### config.mk
export PLATFORM = sky130hd
export DESIGN_NAME = ifetch_ctrl_flat
export DESIGN_NICKNAME = d
export VERILOG_FILES = /design/src/rtl/riscv_pkg.sv /design/src/rtl/ifetch_ctrl_if.sv /design/src/rtl/ifetch_ctrl.sv /design/src/flat_wrapper.sv
export SDC_FILE = /design/constraint.sdc
export NUM_CORES = 1
export LEC_CHECK = 0
export ABC_AREA = 1
export CAP_MARGIN = 40
export CORE_UTILIZATION = 47
export DETAILED_ROUTE_END_ITERATION = 7
export PLACE_DENSITY = 0.82
export SKIP_CTS_REPAIR_TIMING = 1
export SYNTH_ARGS = -nofsm -noshare
export SYNTH_HDL_FRONTEND = slang
export SYNTH_SLANG_ARGS = --single-unit
### constraint.sdc
create_clock -name clk -period 2.9 [get_ports clk]
set_clock_uncertainty 0.05 [all_clocks]
set_input_delay 0.58 -clock clk [delete_from_list [all_inputs] [get_ports clk]]
set_output_delay 0.58 -clock clk [all_outputs]
set_load 0.01 [all_outputs]
### src/rtl/riscv_pkg.sv
// Shared core definitions used by the fetch controller: widths, PC step and fetch FSM states.
package riscv_pkg;
    localparam int XLEN = 32;
    localparam int ILEN = 32;
    localparam int PC_INC = 4;
    localparam logic [XLEN-1:0] RESET_PC = '0;

    typedef enum logic [1:0] {
        IDLE = 2'd0,
        REQ  = 2'd1,
        WAIT = 2'd2,
        OUT  = 2'd3
    } ifetch_state_t;
endpackage

### src/rtl/ifetch_ctrl_if.sv
// Fetch-side bus bundle: imem request/response, redirect input and decode handshake.
interface ifetch_ctrl_if;
    import riscv_pkg::*;

    logic            imem_req_valid;
    logic            imem_req_ready;
    logic [XLEN-1:0] imem_req_addr;
    logic            imem_rsp_valid;
    logic [ILEN-1:0] imem_rsp_data;
    logic            redirect_valid;
    logic [XLEN-1:0] redirect_target;
    logic            inst_valid;
    logic            inst_ready;
    logic [ILEN-1:0] inst_data;
    logic [XLEN-1:0] inst_pc;

    modport master (
        output imem_req_valid, imem_req_addr,
        input  imem_req_ready, imem_rsp_valid, imem_rsp_data,
        input  redirect_valid, redirect_target,
        output inst_valid, inst_data, inst_pc,
        input  inst_ready
    );

    modport slave (
        input  imem_req_valid, imem_req_addr,
        output imem_req_ready, imem_rsp_valid, imem_rsp_data,
        output redirect_valid, redirect_target,
        input  inst_valid, inst_data, inst_pc,
        output inst_ready
    );
endinterface

### src/rtl/ifetch_ctrl.sv
// Instruction fetch controller: IDLE/REQ/WAIT/OUT FSM, one instruction per 3 cycles best case.
// IFETCH_MISALIGN_TRAP_EN: misaligned redirects are refused and flagged on fetch_misalign.
module ifetch_ctrl #(
    parameter int XLEN = riscv_pkg::XLEN,
    parameter logic [XLEN-1:0] RESET_PC = riscv_pkg::RESET_PC
) (
    input  logic            clk,
    input  logic            rstn,
    input  logic [XLEN-1:0] pc,
    output logic [XLEN-1:0] next_pc,
    output logic            pc_en,
    ifetch_ctrl_if.master   bus
`ifdef IFETCH_MISALIGN_TRAP_EN
    ,output logic           fetch_misalign
`endif
);
    import riscv_pkg::*;

    ifetch_state_t   state, state_nxt;
    logic            drop, drop_nxt;
    logic            redir_ok;
    logic [XLEN-1:0] redir_pc;
    logic            req_hs;
    logic            out_hs;

    assign req_hs = bus.imem_req_valid & bus.imem_req_ready;
    assign out_hs = bus.inst_valid & bus.inst_ready;

`ifdef IFETCH_MISALIGN_TRAP_EN
    logic redir_bad;
    assign redir_bad = bus.redirect_valid & (|bus.redirect_target[1:0]);
    assign redir_ok  = bus.redirect_valid & ~redir_bad;
    assign redir_pc  = bus.redirect_target;

    always_ff @(posedge clk or negedge rstn) begin
        if (!rstn) fetch_misalign <= 1'b0;
        else       fetch_misalign <= redir_bad;
    end
`else
    assign redir_ok = bus.redirect_valid;
    assign redir_pc = {bus.redirect_target[XLEN-1:2], 2'b00};
`endif

    always_ff @(posedge clk or negedge rstn) begin
        if (!rstn) state <= IDLE;
        else       state <= state_nxt;
    end

    always_comb begin
        state_nxt = state;
        drop_nxt  = drop;
        pc_en     = 1'b0;
        next_pc   = pc + XLEN'(PC_INC);
        case (state)
            IDLE: state_nxt = REQ;
            REQ: begin
                // The in-flight address stays on the bus; its response is discarded later.
                if (redir_ok) drop_nxt = 1'b1;
                if (req_hs)   state_nxt = WAIT;
            end
            WAIT: begin
                if (bus.imem_rsp_valid) begin
                    if (drop || redir_ok) begin
                        drop_nxt  = 1'b0;
                        state_nxt = REQ;
                    end else begin
                        state_nxt = OUT;
                    end
                end else if (redir_ok) begin
                    drop_nxt = 1'b1;
                end
            end
            OUT: begin
                if (out_hs) begin
                    pc_en     = 1'b1;
                    next_pc   = bus.inst_pc + XLEN'(PC_INC);
                    state_nxt = REQ;
                end
                if (redir_ok) state_nxt = REQ;
            end
            default: state_nxt = IDLE;
        endcase
        if (redir_ok) begin
            pc_en   = 1'b1;
            next_pc = redir_pc;
        end
        if (!rstn) begin
            pc_en   = 1'b0;
            next_pc = RESET_PC;
        end
    end

    // A PC load in the entry cycle means pc only shows the new value next cycle, so take it from next_pc.
    always_ff @(posedge clk or negedge rstn) begin
        if (!rstn) begin
            drop               <= 1'b0;
            bus.imem_req_valid <= 1'b0;
            bus.imem_req_addr  <= '0;
            bus.inst_valid     <= 1'b0;
            bus.inst_data      <= '0;
            bus.inst_pc        <= '0;
        end else begin
            drop               <= drop_nxt;
            bus.imem_req_valid <= (state_nxt == REQ);
            bus.inst_valid     <= (state_nxt == OUT);
            if (state_nxt == REQ && state != REQ)
                bus.imem_req_addr <= pc_en ? next_pc : pc;
            if (state == WAIT && state_nxt == OUT) begin
                bus.inst_data <= bus.imem_rsp_data;
                bus.inst_pc   <= bus.imem_req_addr;
            end
        end
    end
endmodule
### src/flat_wrapper.sv
// flat-port wrapper written by rule: the top's interface ports become plain ports
module ifetch_ctrl_flat import riscv_pkg::*;
#(
    parameter int XLEN = riscv_pkg::XLEN,
    parameter logic [XLEN-1:0] RESET_PC = riscv_pkg::RESET_PC
)
  (clk, rstn, pc, next_pc, pc_en, bus_imem_req_valid, bus_imem_req_addr, bus_imem_req_ready, bus_imem_rsp_valid, bus_imem_rsp_data, bus_redirect_valid, bus_redirect_target, bus_inst_valid, bus_inst_data, bus_inst_pc, bus_inst_ready);
  ifetch_ctrl_if bus_i ();
  input  logic clk;
  input  logic rstn;
  input  logic [XLEN-1:0] pc;
  output logic [XLEN-1:0] next_pc;
  output logic pc_en;
  output wire logic [$bits(bus_i.imem_req_valid)-1:0] bus_imem_req_valid;
  output wire logic [$bits(bus_i.imem_req_addr)-1:0] bus_imem_req_addr;
  input wire logic [$bits(bus_i.imem_req_ready)-1:0] bus_imem_req_ready;
  input wire logic [$bits(bus_i.imem_rsp_valid)-1:0] bus_imem_rsp_valid;
  input wire logic [$bits(bus_i.imem_rsp_data)-1:0] bus_imem_rsp_data;
  input wire logic [$bits(bus_i.redirect_valid)-1:0] bus_redirect_valid;
  input wire logic [$bits(bus_i.redirect_target)-1:0] bus_redirect_target;
  output wire logic [$bits(bus_i.inst_valid)-1:0] bus_inst_valid;
  output wire logic [$bits(bus_i.inst_data)-1:0] bus_inst_data;
  output wire logic [$bits(bus_i.inst_pc)-1:0] bus_inst_pc;
  input wire logic [$bits(bus_i.inst_ready)-1:0] bus_inst_ready;
  assign bus_imem_req_valid = bus_i.imem_req_valid;
  assign bus_imem_req_addr = bus_i.imem_req_addr;
  assign bus_i.imem_req_ready = bus_imem_req_ready;
  assign bus_i.imem_rsp_valid = bus_imem_rsp_valid;
  assign bus_i.imem_rsp_data = bus_imem_rsp_data;
  assign bus_i.redirect_valid = bus_redirect_valid;
  assign bus_i.redirect_target = bus_redirect_target;
  assign bus_inst_valid = bus_i.inst_valid;
  assign bus_inst_data = bus_i.inst_data;
  assign bus_inst_pc = bus_i.inst_pc;
  assign bus_i.inst_ready = bus_inst_ready;
  ifetch_ctrl #(.XLEN(XLEN), .RESET_PC(RESET_PC)) u_core (.clk(clk), .rstn(rstn), .pc(pc), .next_pc(next_pc), .pc_en(pc_en), .bus(bus_i));
endmodule
==> impl_metrics.tcl <==
set metrics [dict create \
    cp-end-kind "primary output" \
    cts.clk_slew.worst_paths_ns 0.08 \
    min_path_type "in -> async" \
    fin_nets 1491 \
    slowest_delay_ns 0.44 \
    cp_max_fo 4 \
    p_sw_share_pct 40.33 \
    synth_cell_type_count 41 \
    grt_max_degree 60 \
    synth_area_leaders "dfrtp_1 (37%), nand2_1 (18%), nand3_1 (8.0%)" \
    synth_nets 1137 \
    wl_mm 26.26 \
    antenna_found_initial 1 \
    clockPowerShare_pct 15.7 \
    power_density_nw_per_um2 677.4 \
    hold_viol 0 \
    synth-seq-cells 101 \
    cts-root-buf "clkbuf_16" \
    crit_slowest_cell "dfrtp_1" \
    p_leak_uw 0.005725 \
    final-setup-viol-count 0 \
    r2r-end "u_core.bus.imem_req_addr[21]$_DFFE_PN0P_" \
    numCtsBuffers 9 \
    synth_top_cell_by_area "dfrtp_1" \
    grt_util_all_layers_pct 34.70 \
    start_kind "flip-flop" \
    rows 43 \
    fill_cells 1056 \
    io_pins 233 \
    vdd_ir_drop_max_v 0.0004788 \
    critPathKind "reg -> out" \
    die_area_um2 15090 \
    fmax_ghz 0.3545 \
    drtPass1Iterations 6 \
    die_w_um 122.9 \
    timing.final.crit_share_pct 97.27 \
    reg2regPathDepth 10 \
    syn_area_per_cell_um2 6.678 \
    clock-sinks 101 \
    timing.final.crit_period_ns 2.821 \
    post_drt_wl_per_cell_um 16.73 \
    grtUsageMet1_pct 45.62 \
    worst_pin_slew_ns 0.7485 \
    drc_errors 0 \
    drive_above_1_share_pct 18.82 \
    crit_required_ns 2.27 \
    r2r-start "u_core.state[0]$_DFF_PN0_" \
    fin_util_pct 77.88 \
    h-tree-depth 3 \
    dp_hpwl_mm 19.84 \
    synth_top_area_share_pct 36.81 \
    status "complete, no violations" \
    grt_pass1_wl_mm 39.65 \
    coreArea_um2 14040 \
    layout_common_cells "nand2_1 (314), clkdlybuf4s50_1 (170), buf_4 (149), nand3_1 (107), inv_1 (102)" \
    cp_cell_sequence "ha_4 > nand2_4 > nor2_4 > nand2_4 > nor2_4 > buf_4 > nand2_1 > nand2_1 > nand2_1 > nand2_1 > nand2_1 > a21boi_0 > clkbuf_2" \
    netlist_area_um2 6865 \
    antenna_left 0 \
    internal_power_uw 4420 \
    seq_power_share_pct 32.4 \
    cp.arrival_ns 2.19 \
    combinationalPowerShare_pct 51.8 \
    met2_usage_pct 56.64 \
    drt_iter0_drc 773 \
    synthCells 1028 \
    port_buffers 230 \
    clockBufferDepth 2 \
    drv_cap 0 \
    path_common_cell "nand2_1" \
    die_h_um 122.9 \
    setup_tns_ns 0 \
    yosys_warnings 0 \
    grt.busiest_layer "met2" \
    cts_tree "built" \
    seq_area_frac_synth_pct 36.81 \
    clkLatencyLatePin_ns 0.36 \
    grt_pass1_vias 7934 \
    start_util_pct 48.89 \
    grt.overflow.total 0 \
    slew_viol_final 0 \
    p_sw_uw 2988 \
    vias 8464 \
    slew_headroom_pct 50.10 \
    grtUsageMet3_pct 7.342 \
    gp_congestion 0.9614 \
    via_per_inst 5.391 \
    rrSetupSlack_ns 0.55 \
    layout_commonest_cell "nand2_1" \
    areaGrowthSynthToFinish_pct 59.30 \
]
==> how the worst max path moves through the flow <==
stage                  end                         startpoint  cells past startpoint  slack (ns)
2_1_floorplan  next_pc[28]                              pc[2]                     11        0.49
3_3_place_gp   next_pc[30]                              pc[2]                     12       -0.63
3_5_place_dp   next_pc[30]                              pc[3]                     12       -0.65
4_1_cts        next_pc[24]                              pc[3]                     13       -0.66
5_1_grt        next_pc[28]  u_core.bus.inst_pc[2]$_DFFE_PN0P_                     13       -0.04
6_report       next_pc[28]  u_core.bus.inst_pc[3]$_DFFE_PN0P_                     13        0.08
==> cells by family after synthesis <==
| kind of cell | after synthesis | synth area share [%] |
|---|---|---|
| compound gates | 160 | 13.65 |
| xor+xnor | 11 | 1.403 |
| simple gates | 593 | 36.85 |
| fa+ha+maj | 7 | 1.276 |
| flops | 101 | 36.81 |
| buf+inv | 156 | 10.01 |
==> layer usage <==
layer / vias to the layer above / share of wire, %
met3: 61 / 11
met5: - / 0
li1: 4012 / -
met2: 479 / 46
met1: 3912 / 41
met4: 0 / 2.7
==> critical path: cells and delay by family, from the launching register on <==
family,cells,cell delay [ns]
and+or+nand+nor,9,0.74
DFF,1,0.44
buffers and inverters,2,0.30
adders and majority gates,1,0.19
AOI/OAI and AO/OA,1,0.15
==> through the flow <==
step           std cells  hold slack (ns)  power, µW  setup slack (ns)  cell area, µm²
6_report            1570           0.1207       7408           0.07908           10940
5_1_grt             1568           0.1305       7857          -0.04286           10930
4_1_cts             1555         -0.05145       7333           -0.6626           10560
3_5_place_dp        1539           0.3315       6156           -0.6497           10290
3_3_place_gp        1539           0.3312       6064           -0.6337           10290
2_1_floorplan       1028           0.2344       4070            0.4945            6865
==> sequential cells by signal (all words and copies together) (netlist names) <==
| name | count |
|---|---|
| u_core.bus.inst_pc | 32 |
| u_core.bus.inst_data | 32 |
| u_core.bus.inst_valid | 1 |
| u_core.bus.imem_req_addr | 32 |
| u_core.state | 2 |
| u_core.drop | 1 |
| u_core.bus.imem_req_valid | 1 |
==> final cells by class <==
class / count / area (µm²) / share of cell area [%]
timing repair buffer: 386 / 3640 / 33.28
tap: 180 / 225.2 / 2.059
inverter: 113 / 431.7 / 3.947
antenna: 3 / 7.507 / 0.06864
clock inverter: 6 / 43.79 / 0.4004
sequential: 101 / 2535 / 23.18
multi-input combinational: 771 / 3825 / 34.97
clock buffer: 10 / 229.0 / 2.094
==> Yosys cell counts, drive strengths merged <==
cell type and number:
o211a 1, o221ai 2, nand3 110, and2 3, a31oi 2, a22oi 8
a32o 1, a31o 1, nand3b 10, a21oi 44, o311a 1, buf 27
or2 4, xor2 4, a21boi 19, ha 7, o22ai 3, o211ai 10
o21ai 65, dfrtp 101, nand4 3, nand2 332, inv 113, xnor2 7
clkbuf 16, o21bai 3, nor2 131
==> power groups by stage <==
| stage | combinational [µW] | clock, µW | sequential [µW] |
|---|---|---|---|
| after floorplan | 1490 | 0 | 2580 |
| after global placement | 3680 | 0 | 2390 |
| after detailed placement | 3760 | 0 | 2400 |
| after CTS | 3780 | 1160 | 2390 |
| after global routing | 4180 | 1220 | 2460 |
| final | 3840 | 1160 | 2400 |
Note: power is estimated with default switching activity, not from simulation.
==> RTL edit 1, RTL diff (config.mk and constraints unchanged) <==
The package constant `ILEN` goes from 32 to 16.
--- a/src/rtl/riscv_pkg.sv
+++ b/src/rtl/riscv_pkg.sv
@@ -3,3 +3,3 @@
     localparam int XLEN = 32;
-    localparam int ILEN = 32;
+    localparam int ILEN = 16;
     localparam int PC_INC = 4;
Interface: changed (resized bus_imem_rsp_data and bus_inst_data); port bits go from 233 to 201. The function was not compared with the original's and may differ.
==> RTL edit 1 against the original RTL <==
The run now ends with negative setup slack left; fmax decreased by 3.6%; sequential share of layout area decreased by 2.2 points; cell count decreased by 6.9%; cell area decreased by 7.2%; total power decreased by 7.6%; die area decreased by 9.1%; routed wire length decreased by 5.9%; area after synthesis decreased by 9.2%; setup slack got worse by 0.11 ns; sequential cell count decreased by 16; global-route usage increased by 1.4 points; count of clock-buffer cells in the layout decreased by 1; largest cell class unchanged; largest power group unchanged; highest routed layer unchanged.
==> RTL edit 1: results (changes against the original RTL) <==
outcome: "finished, violations left"
violations: "negative setup slack"
placed_cells: 1431  # -7.0%
r2r_cells: 12  # +2
worstSetupEndpoint: "next_pc[15]"
met1Wirelength_um: 10400  # -2.1%
dpl.hpwl_um: 18900  # -4.7%
tns_ns: -0.0271  # -0.0271 ns
antenna_found_initial: 2  # +1
met2_usage: 0.578  # +0.0117
drt_iter0_markers: 678  # -12%
synth_xor_area_frac: 0.0169  # +0.00283
grt_max_degree: 62  # +3.3%
layout_setup_ws_ns: -0.0271  # -0.106 ns
wl_met2_um: 11500  # -4.9%
netlist-cell-type-count: 42  # +2.4%
stdcell_count: 1462  # -6.9%
synthAdderAreaFrac: 0.0141  # +0.00129
hold_ws_ns: 0.141  # +0.0205 ns
vias: 7835  # -7.4%
drive_above_1_share: 0.214  # +0.0261
biggestRegsByFlops: "u_core.bus.imem_req_addr: 32 flops, u_core.bus.inst_pc: 32 flops, u_core.bus.inst_data: 16 flops"
track_usage: 0.361  # +0.0139
synth_nets: 1048  # -7.8%
grt_pass1_vias: 7103  # -10%
reg2reg_to: "u_core.bus.imem_req_addr[9]$_DFFE_PN0P_"
arrival_ns: 2.30  # +0.11 ns
wl_per_cell_um: 16.9  # +1.0%
grt_pass1_wl_um: 36800  # -7.2%
use_met3: 0.0561  # -0.0173
slew_headroom: 0.751  # +0.250
gr-usage-met1: 0.485  # +0.0292
syn_area_per_cell_sq_um: 6.53  # -2.3%
pre_cts_ws_ns: -0.687  # -0.0374 ns
synth_common_cells: "nand2_1, nor2_1, inv_1, nand3_1, dfrtp_1"
cpPeakStageDelay_ns: 0.41  # -0.03 ns
dpl_cell_area_sq_um: 9390  # -8.7%
wl_met3_um: 1950  # -30%
setup_viol: 1  # +1
place.gp.congestion: 0.954  # -0.79%
==> RTL edit 1: changes by cell type in the layout (fill, tap and decap cells not counted), sizes merged, moves of 2 or more <==
cell / before / now
a21oi: 44 / 46
nand3b: 10 / 7
nand3: 110 / 95
dlymetal6s2s: 51 / 48
inv: 116 / 113
nand2: 332 / 295
clkdlybuf4s50: 170 / 138
dfrtp: 101 / 85
buf: 159 / 161
bufinv: 0 / 2
==> RTL edit 1: cell type report <==
type	count	area [sq um]
Sequential cell	85	2130
Timing Repair Buffer	354	3330
Antenna cell	2	5.00
Tap cell	172	215
Clock inverter	7	98.8
Multi-Input combinational cell	721	3710
Clock buffer	9	225
Inverter	112	430
Fill cell	942	2630
==> RTL edit 1: power by group <==
group,switching (uW),internal (uW)
registers,390,1660
clock network,523,759
logic,1810,1700
==> RTL edit 1: cell families (layout without fill, tap and decap cells) <==
family          count (synthesis)  after routing
fa+ha+maj                       7              7
compound gates                162            162
flops                          85             85
simple gates                  540            540
xor+xnor                       12             12
other cells                     0              2
buf+inv                       149            482
==> RTL edit 2, RTL diff (same flow settings) <==
Made on the original files. The 4 states of `ifetch_state_t` get a one-hot encoding in 4 bits.
--- a/src/rtl/riscv_pkg.sv
+++ b/src/rtl/riscv_pkg.sv
@@ -7,7 +7,7 @@
 
-    typedef enum logic [1:0] {
-        IDLE = 2'd0,
-        REQ  = 2'd1,
-        WAIT = 2'd2,
-        OUT  = 2'd3
+    typedef enum logic [3:0] {
+        IDLE = 4'b0001,
+        REQ  = 4'b0010,
+        WAIT = 4'b0100,
+        OUT  = 4'b1000
     } ifetch_state_t;
Formal check against the unedited RTL: no difference found for any inputs over 4 cycles, from zero or initial values and one cycle with rstn low; so few cycles prove little.
==> RTL edit 2 against the original RTL <==
The run now ends with negative setup slack left; cell area up 0.77%; area after synthesis about the same; routed wire length down 0.23%; sequential cell count up 2; sequential share of layout area up 0.26 points; total power down 17%; setup slack worse by 0.11 ns; first-iteration DRC count down 1.4%; non-clock buffer count down 10; highest routed layer unchanged.
==> RTL edit 2: results (changes against the original RTL) <==
pre_cts_ws_ns: -0.649  # +0.000634 ns
worstSetupStartpoint: "u_core.bus.inst_pc[2]$_DFFE_PN0P_"
wl_met2_um: 12200  # +0.87%
cpPeakStageDelay_ns: 0.39  # -0.05 ns
tns_ns: -0.0478  # -0.0478 ns
drt_iter0_markers: 762  # -1.4%
synth_nets: 1051  # -7.6%
path_max_fanout: 5  # +1
drive_above_1_share: 0.247  # +0.0592
vias: 8167  # -3.5%
first_pass_iters: 5  # -1
n_fill_cell: 960  # -9.1%
gr-usage-met1: 0.431  # -0.0247
dpl_cell_area_sq_um: 10300  # +0.46%
wl_met3_um: 2480  # -11%
synth_mux_area_frac: 0.0672  # +0.0672
synthAdderAreaFrac: 0.00364  # -0.00911
vdd_drop_max_uv: 408  # -15%
use_met3: 0.0683  # -0.00511
grt_pass1_wl_um: 39000  # -1.6%
setup_viol: 3  # +3
worstSetupEndpoint: "next_pc[24]"
synthCells: 947  # -7.9%
met1Wirelength_um: 10100  # -5.4%
arrival_ns: 2.30  # +0.11 ns
slew_headroom: 0.637  # +0.136
violations: "negative setup slack"
ys_seq_area_frac: 0.376  # +0.00740
outcome: "finished, violations left"
power_density_nw_per_um2: 561  # -17%
synth_common_cells: "nand2_1, nor2_1, dfrtp_1, inv_1, nand3_1"
stdcell_count: 1490  # -5.1%
met2_usage: 0.554  # -0.0119
regToRegSetupSlack_ns: 0.52  # -0.03 ns
grt_max_degree: 42  # -30%
antenna_cells: 0  # -3
layout_setup_ws_ns: -0.0287  # -0.108 ns
wirelength_um: 26200  # -0.23%
track_usage: 0.343  # -0.00348
rr_startpoint: "u_core.state[3]$_DFF_PN0_"
htree_num_levels: 3  # unchanged
dpl.hpwl_um: 20100  # +1.3%
r2r_cells: 14  # +4
grt_pass1_vias: 7708  # -2.8%
ys_top_cells_by_area: "dfrtp_1, nand2_1, nor2_1"
synth-compound-area-share: 0.113  # -0.0239
reg2reg_to: "u_core.bus.imem_req_addr[12]$_DFFE_PN0P_"
netlist-cell-type-count: 48  # +17%
fin_nets: 1409  # -5.5%
place.gp.congestion: 0.971  # +1.0%
cellLeakagePower_uw: 0.00570  # -0.38%
synth_xor_area_frac: 0.0204  # +0.00637
synth_ff_type: "dfrtp_1"
antenna_found_initial: 0  # -1
hold_ws_ns: 0.157  # +0.0361 ns
RTL edit 2: cell count changes after synthesis, sizes merged, moves of 10 or more:
cell / delta
a21boi: -11
o21ai: -13
mux2: +41
nand2: -68
nand3: -33
inv: -23
nor2: +26
clkbuf: -10
RTL edit 2: cell type report:
| class | instances | area share |
|---|---|---|
| repair buffers | 376 | 0.324 |
| clock buffers | 11 | 0.0211 |
| flip-flops and latches | 103 | 0.234 |
| multi-input cells | 721 | 0.361 |
| clock inverters | 5 | 0.00590 |
| well taps | 180 | 0.0204 |
| inverters | 94 | 0.0328 |
RTL edit 2: power by group:
part	switching, uW	internal [uW]	total, uW	leakage [uW]
logic	1380	1340	2720	0.00429
registers	366	1840	2200	0.00128
clock network	579	680	1260	0.000138
